===== config.mk =====
export PLATFORM = sky130hd
export DESIGN_NAME = bdd_walk_ctrl
export DESIGN_NICKNAME = d
export VERILOG_FILES = /design/src/rtl/bdd_walk_ctrl.sv
export SDC_FILE = /design/constraint.sdc
export NUM_CORES = 1
export LEC_CHECK = 0
export ABC_AREA = 1
export BUFFER_PORTS_ARGS = -buffer_cell sky130_fd_sc_hd__buf_2
export CAP_MARGIN = 20
export CORE_MARGIN = 4
export CORE_UTILIZATION = 35
export DETAILED_ROUTE_END_ITERATION = 7
export PLACE_DENSITY_LB_ADDON = 0.15
export SYNTH_ARGS = -nofsm -noshare
export SYNTH_HDL_FRONTEND = slang
export SYNTH_SLANG_ARGS = --single-unit
export TNS_END_PERCENT = 100

===== constraint.sdc =====
create_clock -name clk -period 8 [get_ports clk]
set_clock_uncertainty 0.15 [all_clocks]
set_input_delay 1.2 -clock clk [delete_from_list [all_inputs] [get_ports clk]]
set_output_delay 1.2 -clock clk [all_outputs]
set_load 0.005 [all_outputs]

===== src/rtl/bdd_walk_ctrl.sv =====
// Decision-tree walk sequencer: fetches a node, runs a 3-step serial MAC of
// coefficients against the latched attributes, and follows the chosen child.
module bdd_walk_ctrl #(
    parameter int NODE_ADDR_WIDTH = 8,
    parameter int ACC_WIDTH       = 18,
    parameter int THR_SHIFT       = 8,
    parameter int ROOT_ADDR       = 0,
    parameter int MAX_DEPTH       = 32
) (
    input  logic                       clk,
    input  logic                       rst,
    input  logic                       start,
    input  logic [23:0]                attr_in,
    output logic                       node_rd_en,
    output logic [NODE_ADDR_WIDTH-1:0] node_addr,
    input  logic [31:0]                node_data,
    output logic                       child_rd_en,
    output logic [NODE_ADDR_WIDTH-1:0] child_addr,
    input  logic [17:0]                child_data,
    output logic                       busy,
    output logic                       done,
    output logic [7:0]                 class_out,
    output logic                       error
);

    localparam int DEPTH_W = $clog2(MAX_DEPTH) + 1;

    localparam logic [2:0] S_IDLE   = 3'd0;
    localparam logic [2:0] S_FETCH  = 3'd1;
    localparam logic [2:0] S_WAIT   = 3'd2;
    localparam logic [2:0] S_MAC0   = 3'd3;
    localparam logic [2:0] S_MAC1   = 3'd4;
    localparam logic [2:0] S_MAC2   = 3'd5;
    localparam logic [2:0] S_DECIDE = 3'd6;

    logic [2:0]                 state_q, state_d;
    logic [NODE_ADDR_WIDTH-1:0] cur_q, cur_d;
    logic [DEPTH_W-1:0]         depth_q, depth_d;
    logic [23:0]                attr_q, attr_d;
    logic [31:0]                node_q, node_d;
    logic [17:0]                child_q, child_d;
    logic [ACC_WIDTH-1:0]       acc_q, acc_d;
    logic                       busy_q, busy_d;
    logic                       done_q, done_d;
    logic [7:0]                 class_q, class_d;
    logic                       error_q, error_d;

    logic [7:0]           mul_c, mul_a;
    logic [15:0]          prod;
    logic [ACC_WIDTH-1:0] thr_ext;
    logic [8:0]           next_node;

    // One coefficient/attribute pair per MAC cycle, selected by the state.
    always_comb begin
        mul_c = node_q[31:24];
        mul_a = attr_q[23:16];
        case (state_q)
            S_MAC1: begin
                mul_c = node_q[23:16];
                mul_a = attr_q[15:8];
            end
            S_MAC2: begin
                mul_c = node_q[15:8];
                mul_a = attr_q[7:0];
            end
            default: ;
        endcase
        prod      = {8'b0, mul_c} * {8'b0, mul_a};
        thr_ext   = ACC_WIDTH'(node_q[7:0]) << THR_SHIFT;
        next_node = (acc_q < thr_ext) ? child_q[17:9] : child_q[8:0];
    end

    always_comb begin
        state_d = state_q;
        cur_d   = cur_q;
        depth_d = depth_q;
        attr_d  = attr_q;
        node_d  = node_q;
        child_d = child_q;
        acc_d   = acc_q;
        busy_d  = busy_q;
        done_d  = 1'b0;
        class_d = class_q;
        error_d = error_q;
        case (state_q)
            S_IDLE: begin
                if (start) begin
                    attr_d  = attr_in;
                    cur_d   = NODE_ADDR_WIDTH'(ROOT_ADDR);
                    depth_d = '0;
                    error_d = 1'b0;
                    class_d = 8'd0;
                    busy_d  = 1'b1;
                    state_d = S_FETCH;
                end
            end
            S_FETCH: state_d = S_WAIT;
            S_WAIT: begin
                node_d  = node_data;
                child_d = child_data;
                acc_d   = '0;
                state_d = S_MAC0;
            end
            S_MAC0: begin
                acc_d   = acc_q + ACC_WIDTH'(prod);
                state_d = S_MAC1;
            end
            S_MAC1: begin
                acc_d   = acc_q + ACC_WIDTH'(prod);
                state_d = S_MAC2;
            end
            S_MAC2: begin
                acc_d   = acc_q + ACC_WIDTH'(prod);
                state_d = S_DECIDE;
            end
            S_DECIDE: begin
                if (next_node[8]) begin
                    class_d = next_node[7:0];
                    done_d  = 1'b1;
                    busy_d  = 1'b0;
                    state_d = S_IDLE;
                end else if (depth_q == DEPTH_W'(MAX_DEPTH - 1)) begin
                    // Depth limit catches self-loops and cycles in the tree.
                    error_d = 1'b1;
                    class_d = 8'd0;
                    done_d  = 1'b1;
                    busy_d  = 1'b0;
                    state_d = S_IDLE;
                end else begin
                    cur_d   = NODE_ADDR_WIDTH'(next_node[7:0]);
                    depth_d = depth_q + DEPTH_W'(1);
                    state_d = S_FETCH;
                end
            end
            default: state_d = S_IDLE;
        endcase
    end

    always_ff @(posedge clk) begin
        if (rst) begin
            state_q <= S_IDLE;
            cur_q   <= '0;
            depth_q <= '0;
            attr_q  <= '0;
            node_q  <= '0;
            child_q <= '0;
            acc_q   <= '0;
            busy_q  <= 1'b0;
            done_q  <= 1'b0;
            class_q <= 8'd0;
            error_q <= 1'b0;
        end else begin
            state_q <= state_d;
            cur_q   <= cur_d;
            depth_q <= depth_d;
            attr_q  <= attr_d;
            node_q  <= node_d;
            child_q <= child_d;
            acc_q   <= acc_d;
            busy_q  <= busy_d;
            done_q  <= done_d;
            class_q <= class_d;
            error_q <= error_d;
        end
    end

    assign node_rd_en  = (state_q == S_FETCH);
    assign child_rd_en = (state_q == S_FETCH);
    assign node_addr   = cur_q;
    assign child_addr  = cur_q;
    assign busy        = busy_q;
    assign done        = done_q;
    assign class_out   = class_q;
    assign error       = error_q;

endmodule


==> results of run 1 <==
[worst min path at each step]
stage	from	end	slack (ns)	depth (start not counted)
after floorplan	child_q[12]$_SDFFE_PP0P_	child_q[12]$_SDFFE_PP0P_	0.27	2
after global placement	child_q[13]$_SDFFE_PP0P_	child_q[13]$_SDFFE_PP0P_	0.28	2
after detailed placement	child_q[13]$_SDFFE_PP0P_	child_q[13]$_SDFFE_PP0P_	0.29	2
after CTS	child_q[13]$_SDFFE_PP0P_	child_q[13]$_SDFFE_PP0P_	0.30	2
after global routing	child_q[5]$_SDFFE_PP0P_	child_q[5]$_SDFFE_PP0P_	0.32	2
final	child_q[13]$_SDFFE_PP0P_	child_q[13]$_SDFFE_PP0P_	0.29	2
[cell usage after synthesis, types with 2 or more instances]
library cell / instances / area share
a21o_1: 2 / 0.0019
a21oi_1: 120 / 0.074
a32o_1: 4 / 0.0050
buf_2: 4 / 0.0025
buf_4: 13 / 0.012
buf_6: 3 / 0.0042
clkbuf_1: 26 / 0.012
dfxtp_1: 120 / 0.30
fa_1: 50 / 0.12
ha_1: 48 / 0.074
inv_1: 246 / 0.11
inv_2: 3 / 0.0014
nand2_1: 184 / 0.086
nand2_2: 7 / 0.0054
nand3_1: 33 / 0.020
nand3_4: 3 / 0.0065
nand3b_1: 4 / 0.0037
nand4_1: 11 / 0.0085
nor2_1: 51 / 0.024
nor2_2: 2 / 0.0015
nor2_4: 4 / 0.0056
nor3_1: 2 / 0.0012
o21ai_0: 94 / 0.058
o21ai_1: 3 / 0.0019
o221ai_1: 6 / 0.0065
o221ai_4: 10 / 0.033
o32ai_1: 2 / 0.0022
or2_1: 2 / 0.0015
xor2_1: 3 / 0.0033
[metrics by stage]
step | utilization | power, mW | hold slack (ns) | worst slack [ns]
global placement | 0.385 | 1.20 | 0.281 | 1.67
detailed placement | 0.385 | 1.20 | 0.287 | 1.54
floorplan | - | 1.09 | 0.271 | 3.14
global route | 0.414 | 2.17 | 0.320 | 0.899
CTS | 0.414 | 2.06 | 0.296 | 1.51
finish | 0.414 | 2.03 | 0.291 | 1.51
[tightest hold or removal path, stage by stage, from the launching register on]
cell and delay, ns:
dfxtp_1 0.30, inv_1 0.05, a21oi_1 0.05
[layer usage]
metal | up-vias | global-route usage | wire length [um]
met5 | - | 0 | 0
met4 | 0 | 0.0407 | 220
met1 | 3155 | 0.224 | 9550
li1 | 3496 | - | -
met3 | 17 | 0.0307 | 843
met2 | 139 | 0.253 | 9110
[sequential cells by signal (all words and copies together), names as in the netlist]
register    count
node_q         32
attr_q         24
acc_q          18
child_q        18
child_addr      8
class_out       8
depth_q         6
state_q         3
busy            1
done            1
error           1
[cell type report]
type	instances	area [um^2]
fillers	2366	13300
multi-input cells	650	4490
flip-flops and latches	120	2400
inverters	249	935
repair buffers	108	548
clock buffers	20	447
well taps	285	357
clock inverters	12	198
[layout by cell type, fill, tap and decap left out, types with 5 or more instances in the layout]
master / count
bufinv_16: 5
buf_2: 105
o21ai_0: 94
o221ai_4: 10
nor2_1: 51
a21oi_1: 120
o221ai_1: 6
inv_1: 245
nand4_1: 11
nand2_1: 184
nand2_2: 7
dfxtp_1: 120
nand3_1: 31
clkbuf_16: 17
fa_1: 50
ha_1: 48
[kinds of logic (layout without fill, tap and decap cells)]
| group | after synthesis | after routing |
|---|---|---|
| DFF | 120 | 120 |
| adders and majority gates | 98 | 98 |
| AOI/OAI and AO/OA | 243 | 243 |
| xor gates and xnor gates | 4 | 4 |
| and+or+nand+nor | 305 | 305 |
| buffers and inverters | 297 | 389 |
[where the power goes]
group	internal (mW)	switching (mW)
Combinational	0.164	0.329
Clock	0.561	0.285
Sequential	0.661	0.0295
Total	1.39	0.643
==> summary.md, run 1 <==
| Metric | Value |
|---|---|
| Startpoint Class | `flip-flop` |
| Die W | `160 um` |
| Vias in the first global route | `about 6700` |
| Port Buffer Count | `about 110` |
| Average wire per standard cell | `between 10 and 15 um` |
| Die area | `roughly 26000 um^2` |
| Cell variety after synth | `36` |
| Setup tns final | `0 ns` |
| Share of synthesized registers carrying an async set or reset | `0` |
| Period utilization | `0.811` |
| Critical Path AT | `between 6 and 7 ns` |
| CP startpoint | `state_q[2]$_SDFFE_PP0P_` |
| GR Overflow Total | `0` |
| Crit path capture | `acc_q[10]$_SDFFE_PP0P_` |
| Placed Instances | `around 1400` |
| Post-Syn Instances | `roughly 1100` |
| Status | `complete, no violations` |
| Crit Reg-Reg Endpoint | `acc_q[10]$_SDFFE_PP0P_` |
| CTS Root Cell | `clkbuf_16` |
| Post-route ant nets | `0` |
| Syn-to-layout area delta | `16.1%` |
| Syn avg cell area | `around 7.6 um^2` |
| Core Region | `between 20000 and 25000 um^2` |
| Synth Area in Simple Gates | `0.166` |
| Synthesized cell area | `between 8000 and 9000 um^2` |
| Critical-path maximum fanout | `17` |
| Buf/Inv on CP | `5` |
| Slowest Stage Delay on Critical Path | `between 0.7 and 0.8 ns` |
| Non-Filler Instances | `1444` |
| Yosys reg bits | `120` |
| Placed cell area | `~8700 um^2` |
| Syn nets | `1242` |
| R2R Setup Slk | `1.51 ns` |
| Detailed placement HPWL | `around 15 mm` |
| Maximum clock rate | `between 0.15 and 0.2 GHz` |
| Antenna cells | `0` |
| Initial Utilization | `0.357` |
| XOR/XNOR share of the synthesized area | `0.00434` |
| Resized cells post-CTS | `0` |
| Worst-path cell chain | `inv_2 -> nor2_4 -> nand2_2 -> o221ai_1 -> nand2_1 -> fa_1 -> fa_1 -> inv_1 -> fa_1 -> inv_1 -> fa_1 -> inv_1 -> ha_1 -> a21oi_1 -> o21ai_0 -> a21oi_1 -> inv_1 -> a21oi_1 -> o21ai_0 -> a21oi_1` |
| Hold Vio Cnt, Final | `0` |
| Worst path required time | `just over 8 ns` |
| Largest family of logic cells by synthesized area | `adder cells` |
| Clk sink count | `between 100 and 150` |
| Final wirelength | `a little under 20 mm` |
| Reg2reg path depth | `20` |
| Final GP Congestion | `slightly below 0.9` |
| Layout cells sized above 1 | `0.148` |
| Main synth FF type | `dfxtp_1` |
| Slew headroom | `0.432` |
| Crit. End Element | `flip-flop` |
| Clk_lat worst skew | `0.42 ns` |
| CTS tree | `done` |
| Crit-path slowest cell | `o221ai_1` |
| # DRC | `0` |
| # rows | `55` |
| Final setup fails | `0` |
| Layout Nets | `between 1000 and 1500` |
| Pwr dens | `217 nW/um^2` |
| Worst-Margin Slew | `approximately 0.85 ns` |
| Cell family with most CP delay | `adder cells` |
| Vias | `6807` |
| Crit path kind | `reg2reg` |
| DRT Pass-1 Iters | `5` |
| Max clock buf depth | `2` |
| Max-cap viol count | `0` |
| Final Instance Area | `around 9400 um^2` |
| RSZ-0062 raised after global routing | `no` |
| EDFF count, synth | `0` |
| Post-synthesis adder-cell area fraction | `0.198` |
| First-pass GRT wire length | `approximately 33 mm` |
| Critical Path Stages | `20` |
| Compound-Gate Fraction of Synth Area | `0.185` |
| VDD IR max | `roughly 0.00016 V` |
| Min Tclk post-route | `6.49 ns` |
| Post-CTS Repair Setup Buffers | `0` |
| Clock-pin slew on the worst setup and hold paths | `0.06 ns` |
| Number of buffers created by CTS | `17` |
| CTS Hold Bufs | `0` |
| Initial antenna violation count | `0` |
| Synthesis Warnings | `0` |
| H-tree levels | `4` |
| Worst R2R Start | `state_q[2]$_SDFFE_PP0P_` |
| HP Class | `reg2reg` |
| First DRT Iteration DRCs | `around 530` |
| Vias per cell | `~4.7` |
| Max Slew Vio Count | `0` |
| Mux contribution to synthesized area | `0` |
| GRT Util Overall | `0.159` |
| Die height | `160 um` |
| Register area share after synthesis | `0.298` |
| Pleak | `4.58 nW` |
| Ports | `106` |
| Largest net degree at the start of global routing | `69` |
No activity file was read; power rests on OpenSTA's default activity.
==> run 2, diff against run 1 <==
clock period = 6.65 ns   (was 8 ns; I/O delays follow)
==> summary.md, run 2 (same netlist as run 1, synthesis figures left out) <==
| Metric | Value |
|---|---|
| R2R Setup Slk | `0.89 ns (was 1.51 ns)` |
| Crit. End Element | `flip-flop (unchanged)` |
| DRT Pass-1 Iters | `5 (unchanged)` |
| Initial Utilization | `0.357 (unchanged)` |
| Biggest register | `node_q (unchanged)` |
| Cell-internal power | `1.55 mW (was 1.39 mW)` |
| Layout Nets | `1321 (unchanged)` |
| Antenna cells | `0 (unchanged)` |
| Pwr dens | `250 nW/um^2 (was 217 nW/um^2)` |
| Hold Vio Cnt, Final | `0 (unchanged)` |
| Crit Reg-Reg Endpoint | `acc_q[17]$_SDFFE_PP0P_ (was acc_q[10]$_SDFFE_PP0P_)` |
| Clk_lat worst skew | `0.42 ns (about the same)` |
| Max Slew Vio Count | `0 (unchanged)` |
| Max FFs per register | `32 (unchanged)` |
| Sw Share | `0.333 (was 0.317)` |
| Average wire per standard cell | `13.5 um (was 13.7 um)` |
| Commonest non-fill, non-tap cell in the layout | `inv_1 (unchanged)` |
| Setup tns final | `0 ns (unchanged)` |
| Worst-Margin Slew | `0.968 ns (was 0.852 ns)` |
| Detailed placement HPWL | `15.1 mm (was 15.3 mm)` |
| Port Buffer Count | `105 (unchanged)` |
| Die area | `25600 um^2 (unchanged)` |
| Worst R2R Start | `state_q[2]$_SDFFE_PP0P_ (unchanged)` |
| Final wirelength | `19.5 mm (was 19.7 mm)` |
| Crit-path slowest cell | `o221ai_1 (unchanged)` |
| Min Tclk post-route | `5.76 ns (was 6.49 ns)` |
| Non-Filler Instances | `1444 (unchanged)` |
| Critical-path maximum fanout | `16 (was 17)` |
| Clk pwr share | `0.388 (was 0.417)` |
| Max-cap viol count | `0 (unchanged)` |
| Reg2reg path depth | `22 (was 20)` |
| HP Class | `reg2reg (unchanged)` |
| Most frequent cells in the layout | `245 x inv_1, 184 x nand2_1, 120 x a21oi_1, 120 x dfxtp_1, 105 x buf_2 (unchanged)` |
| RSZ-0062 raised after global routing | `no (unchanged)` |
| Number of buffers created by CTS | `17 (unchanged)` |
| Initial antenna violation count | `0 (unchanged)` |
| Vias in the first global route | `6520 (was 6677)` |
| Period utilization | `0.866 (was 0.811)` |
| H-tree levels | `4 (unchanged)` |
| Final setup fails | `0 (unchanged)` |
| Largest registers | `node_q: 32 flops, attr_q: 24 flops (unchanged)` |
| Crit path capture | `acc_q[17]$_SDFFE_PP0P_ (was acc_q[10]$_SDFFE_PP0P_)` |
| CTS Root Cell | `clkbuf_16 (unchanged)` |
| CP startpoint | `state_q[2]$_SDFFE_PP0P_ (unchanged)` |
| Maximum clock rate | `0.174 GHz (was 0.154 GHz)` |
| Syn-to-layout area delta | `15.2% (was 16.1%)` |
| Clk sink count | `120 (unchanged)` |
| Die W | `160 um (unchanged)` |
| Ports | `106 (unchanged)` |
| Die height | `160 um (unchanged)` |
| First DRT Iteration DRCs | `477 (was 525)` |
| Combinational power share | `0.255 (was 0.243)` |
| Max clock buf depth | `2 (unchanged)` |
| Power share of the sequential group | `0.356 (was 0.340)` |
| Pleak | `4.54 nW (was 4.58 nW)` |
| Largest net degree at the start of global routing | `102 (was 69)` |
| Post-CTS Repair Setup Buffers | `0 (unchanged)` |
| GR Overflow Total | `0 (unchanged)` |
| # rows | `55 (unchanged)` |
| Placed Instances | `1412 (unchanged)` |
| Vias | `6772 (was 6807)` |
| Clock-pin slew on the worst setup and hold paths | `0.06 ns (about the same)` |
| Slowest Stage Delay on Critical Path | `0.75 ns (was 0.79 ns)` |
| Post-route ant nets | `0 (unchanged)` |
| Layout cells sized above 1 | `0.148 (unchanged)` |
| GRT Util Overall | `0.156 (was 0.159)` |
| First-pass GRT wire length | `32.8 mm (was 33.5 mm)` |
| Switching pwr | `0.777 mW (was 0.643 mW)` |
| CTS tree | `done (unchanged)` |
| Resized cells post-CTS | `0 (unchanged)` |
| Status | `complete, no violations (unchanged)` |
| Final GP Congestion | `0.816 (was 0.869)` |
| Critical hold path startpoint | `child_q[12]$_SDFFE_PP0P_ (was child_q[13]$_SDFFE_PP0P_)` |
| Vias per cell | `4.69 (was 4.71)` |
| CTS Hold Bufs | `0 (unchanged)` |
| Worst path required time | `6.77 ns (was 8.19 ns)` |
| # DRC | `0 (unchanged)` |
| Startpoint Class | `flip-flop (unchanged)` |
| Slew headroom | `0.355 (was 0.432)` |
| Core Region | `22600 um^2 (unchanged)` |
| Worst-path cell chain | `inv_2 -> nor2_4 -> nand2_2 -> o221ai_1 -> nand2_1 -> fa_1 -> inv_1 -> fa_1 -> inv_1 -> fa_1 -> fa_1 -> inv_1 -> ha_1 -> a21oi_1 -> nand2_1 -> inv_1 -> o21ai_0 -> nand3b_1 -> nand2_1 -> nand2_1 -> nand3_1 -> a21oi_1 (was inv_2 -> nor2_4 -> nand2_2 -> o221ai_1 -> nand2_1 -> fa_1 -> fa_1 -> inv_1 -> fa_1 -> inv_1 -> fa_1 -> inv_1 -> ha_1 -> a21oi_1 -> o21ai_0 -> a21oi_1 -> inv_1 -> a21oi_1 -> o21ai_0 -> a21oi_1)` |
| VDD IR max | `0.000188 V (was 0.000160 V)` |
| Critical Path AT | `5.88 ns (was 6.68 ns)` |
| Crit path kind | `reg2reg (unchanged)` |
==> run 2: power groups by stage <==
stage          Combinational (mW)  Clock [mW]  Sequential, mW
6_report                    0.595       0.904           0.830
4_1_cts                     0.606       0.927           0.831
5_1_grt                     0.688       0.958           0.839
2_1_floorplan               0.468           0           0.838
3_5_place_dp                0.604           0           0.846
3_3_place_gp                0.602           0           0.844
==> run 2: routing by layer <==
metal  vias to the layer above  wire, um  track usage
met5                         -         0            0
met1                      3126      9660        0.216
met4                         0       214       0.0477
li1                       3499         -            -
met3                        15       725       0.0268
met2                       132      8930        0.251
==> run 2: cell type report <==
| class | count | area [um^2] |
|---|---|---|
| sequential | 120 | 2400 |
| tap | 285 | 357 |
| multi-input combinational | 650 | 4490 |
| clock inverter | 12 | 126 |
| timing repair buffer | 108 | 548 |
| fill | 2384 | 13300 |
| inverter | 249 | 935 |
| clock buffer | 20 | 447 |
==> run 2: worst min-delay path by stage <==
stage | to | depth (start not counted)
after global routing | attr_q[1]$_SDFFE_PP0P_ | 2
after detailed placement | child_q[12]$_SDFFE_PP0P_ | 2
after floorplan | child_q[12]$_SDFFE_PP0P_ | 2
after global placement | child_q[12]$_SDFFE_PP0P_ | 2
after CTS | child_q[12]$_SDFFE_PP0P_ | 2
final | child_q[12]$_SDFFE_PP0P_ | 2
==> run 2: critical path, delay by kind of cell (launching register included) <==
family          cells  cell delay, ns
compound gates      4            1.21
fa+ha+maj           5            2.43
buf+inv             5            0.30
flops               1            0.41
simple gates        8            1.12
==> run 2: per-stage QoR <==
stage	instance area (um^2)	setup WS [ns]	hold WS (ns)	utilization	power [mW]
floorplan	8070	1.79	0.271	-	1.31
finish	9300	0.892	0.294	0.411	2.33
detailed placement	8730	0.892	0.288	0.385	1.45
global route	9300	0.378	0.310	0.411	2.49
global placement	8730	0.904	0.283	0.385	1.45
CTS	9300	0.867	0.297	0.411	2.36
==> run 3, diff against run 2 <==
clock period = 5.7 ns   (was 6.65 ns; I/O delays follow)
==> summary.md, run 3 (same netlist as run 1, synthesis figures left out) <==
| Metric | Value |
|---|---|
| Setup tns final | `0 ns (unchanged)` |
| VDD IR max | `0.000193 V (was 0.000188 V)` |
| Crit Reg-Reg Endpoint | `acc_q[16]$_SDFFE_PP0P_ (was acc_q[17]$_SDFFE_PP0P_)` |
| Number of buffers created by CTS | `17 (unchanged)` |
| Final WS setup | `0.324 ns (was 0.892 ns)` |
| Worst-Margin Slew | `0.974 ns (was 0.968 ns)` |
| Slew headroom | `0.351 (was 0.355)` |
| # DRC | `0 (unchanged)` |
| Final setup fails | `0 (unchanged)` |
| Fin util | `0.416 (was 0.411)` |
| Vias in the first global route | `6674 (was 6520)` |
| Average wire per standard cell | `13.6 um (was 13.5 um)` |
| Antenna cells | `0 (unchanged)` |
| Initial Utilization | `0.357 (unchanged)` |
| Syn-to-layout area delta | `16.8% (was 15.2%)` |
| Crit. End Element | `flip-flop (unchanged)` |
| Startpoint Class | `flip-flop (unchanged)` |
| Hold Path End | `child_q[12]$_SDFFE_PP0P_ (unchanged)` |
| Status | `complete, no violations (unchanged)` |
| Min Tclk post-route | `5.38 ns (was 5.76 ns)` |
| Multi-input logic area | `4510 um^2 (was 4490 um^2)` |
| Max-cap viol count | `0 (unchanged)` |
| CTS Root Cell | `clkbuf_16 (unchanged)` |
| GRT Util Overall | `0.159 (was 0.156)` |
| GR Overflow Total | `0 (unchanged)` |
| Post-route ant nets | `0 (unchanged)` |
| Critical hold path startpoint | `child_q[12]$_SDFFE_PP0P_ (unchanged)` |
| Commonest non-fill, non-tap cell in the layout | `inv_1 (unchanged)` |
| Critical Path AT | `5.50 ns (was 5.88 ns)` |
| Die height | `160 um (unchanged)` |
| Max FFs per register | `32 (unchanged)` |
| Register area | `2400 um^2 (unchanged)` |
| Pleak | `4.61 nW (was 4.54 nW)` |
| H-tree levels | `4 (unchanged)` |
| Clock-pin slew on the worst setup and hold paths | `0.06 ns (about the same)` |
| Worst R2R Start | `state_q[0]$_SDFFE_PP0P_ (was state_q[2]$_SDFFE_PP0P_)` |
| Crit path kind | `reg2reg (unchanged)` |
| Core Region | `22600 um^2 (unchanged)` |
| Hold Vio Cnt, Final | `0 (unchanged)` |
| Vias per cell | `4.67 (was 4.69)` |
| Vias | `6779 (was 6772)` |
| Most frequent cells in the layout | `245 x inv_1, 184 x nand2_1, 120 x dfxtp_1 (was 245 x inv_1, 184 x nand2_1, 120 x a21oi_1, 120 x dfxtp_1, 105 x buf_2)` |
| Reg2reg path depth | `24 (was 22)` |
| Detailed placement HPWL | `15.1 mm (about the same)` |
| Die W | `160 um (unchanged)` |
| First DRT Iteration DRCs | `403 (was 477)` |
| Layout Nets | `1331 (was 1321)` |
| Largest registers | `node_q: 32 flops, attr_q: 24 flops (unchanged)` |
| CTS tree | `done (unchanged)` |
| DRT Pass-1 Iters | `5 (unchanged)` |
| Layout cells sized above 1 | `0.161 (was 0.148)` |
| Layout fillers | `2375 (was 2384)` |
| Critical-path maximum fanout | `12 (was 16)` |
| Biggest register | `node_q (unchanged)` |
| Port Buffer Count | `105 (unchanged)` |
| Final Instance Area | `9430 um^2 (was 9300 um^2)` |
| Period utilization | `0.943 (was 0.866)` |
| Final GP Congestion | `0.851 (was 0.816)` |
| Max Slew Vio Count | `0 (unchanged)` |
| Maximum clock rate | `0.186 GHz (was 0.174 GHz)` |
| Worst path required time | `5.83 ns (was 6.77 ns)` |
| CTS Hold Bufs | `0 (unchanged)` |
| Die area | `25600 um^2 (unchanged)` |
| Ports | `106 (unchanged)` |
| Fin Hold WS | `0.293 ns (was 0.294 ns)` |
| Clk_lat worst skew | `0.42 ns (about the same)` |
| RSZ-0062 raised after global routing | `no (unchanged)` |
| HP Class | `reg2reg (unchanged)` |
| Largest net degree at the start of global routing | `102 (unchanged)` |
| Max clock buf depth | `2 (unchanged)` |
| Initial antenna violation count | `0 (unchanged)` |
| Pwr dens | `291 nW/um^2 (was 250 nW/um^2)` |
| Placed cell area | `8770 um^2 (was 8730 um^2)` |
| Dpl ws | `0.267 ns (was 0.892 ns)` |
| # rows | `55 (unchanged)` |
| First-pass GRT wire length | `33.3 mm (was 32.8 mm)` |
| Clk sink count | `120 (unchanged)` |
| Cell count of the worst hold path | `2 (unchanged)` |
| R2R Setup Slk | `0.32 ns (was 0.89 ns)` |
| Final wirelength | `19.8 mm (was 19.5 mm)` |
[run 3: changes by cell type in the layout (fill, tap and decap cells not counted), moves of 2 or more]
cell	delta
buf_4	+7
o221ai_1	-4
o221ai_2	+4
buf_12	+2
clkbuf_1	-2
clkinv_2	+2
clkinvlp_4	-2
[run 3: worst max path at each step]
stage / from / endpoint / cells after the start / slack [ns]
2_1_floorplan: state_q[0]$_SDFFE_PP0P_ / acc_q[12]$_SDFFE_PP0P_ / 22 / 0.84
3_3_place_gp: state_q[2]$_SDFFE_PP0P_ / acc_q[16]$_SDFFE_PP0P_ / 23 / 0.30
5_1_grt: state_q[2]$_SDFFE_PP0P_ / acc_q[12]$_SDFFE_PP0P_ / 21 / 0.003
4_1_cts: state_q[0]$_SDFFE_PP0P_ / acc_q[17]$_SDFFE_PP0P_ / 23 / 0.26
3_5_place_dp: state_q[0]$_SDFFE_PP0P_ / acc_q[17]$_SDFFE_PP0P_ / 23 / 0.27
6_report: state_q[0]$_SDFFE_PP0P_ / acc_q[16]$_SDFFE_PP0P_ / 24 / 0.32
[run 3: repair_timing]
item	CTS	global route
gates resized for setup	0	7
endpoints found under the hold margin	0	0
setup endpoints to repair	0	8
setup buffers	0	3
[run 3: per-stage QoR]
stage	cells	power (mW)
finish	1453	2.74
global route	1453	2.92
CTS	1449	2.77
detailed placement	1418	1.70
global placement	1418	1.70
floorplan	1067	1.52
[run 3: routing by layer]
metal  GRT usage  wire length (um)
met5           0                 0
met3      0.0317               737
met2       0.264              9140
met4      0.0379               199
met1       0.216              9720
[run 3: power breakdown]
group,leakage (nW),internal (mW),total [mW],switching [mW]
clock,0.278,0.648,1.05,0.403
sequential,0.980,0.928,0.969,0.0413
combinational,3.35,0.247,0.721,0.474
[run 3: critical path, cell delays in order, from the launching register on]
cell and delay, ns:
dfxtp_1 0.38, inv_2 0.11, or2_1 0.28, nor2_4 0.19
buf_12 0.15, buf_4 0.11, nand2_1 0.07, o221ai_4 0.14
nand2_1 0.14, fa_1 0.55, inv_1 0.05, fa_1 0.46
fa_1 0.54, inv_1 0.05, fa_1 0.53, inv_1 0.04
ha_1 0.36, a21oi_1 0.26, nor2_1 0.07, nor2_1 0.17
nor2_1 0.08, nor2_1 0.13, nand3b_1 0.10, nand3_1 0.09
a21oi_1 0.06
[run 3: layout make-up]
type	count	share of cell area
multi-input combinational	650	0.479
timing repair buffer	118	0.0691
clock buffer	18	0.0466
sequential	120	0.255
inverter	249	0.0991
tap	285	0.0378
clock inverter	13	0.0138
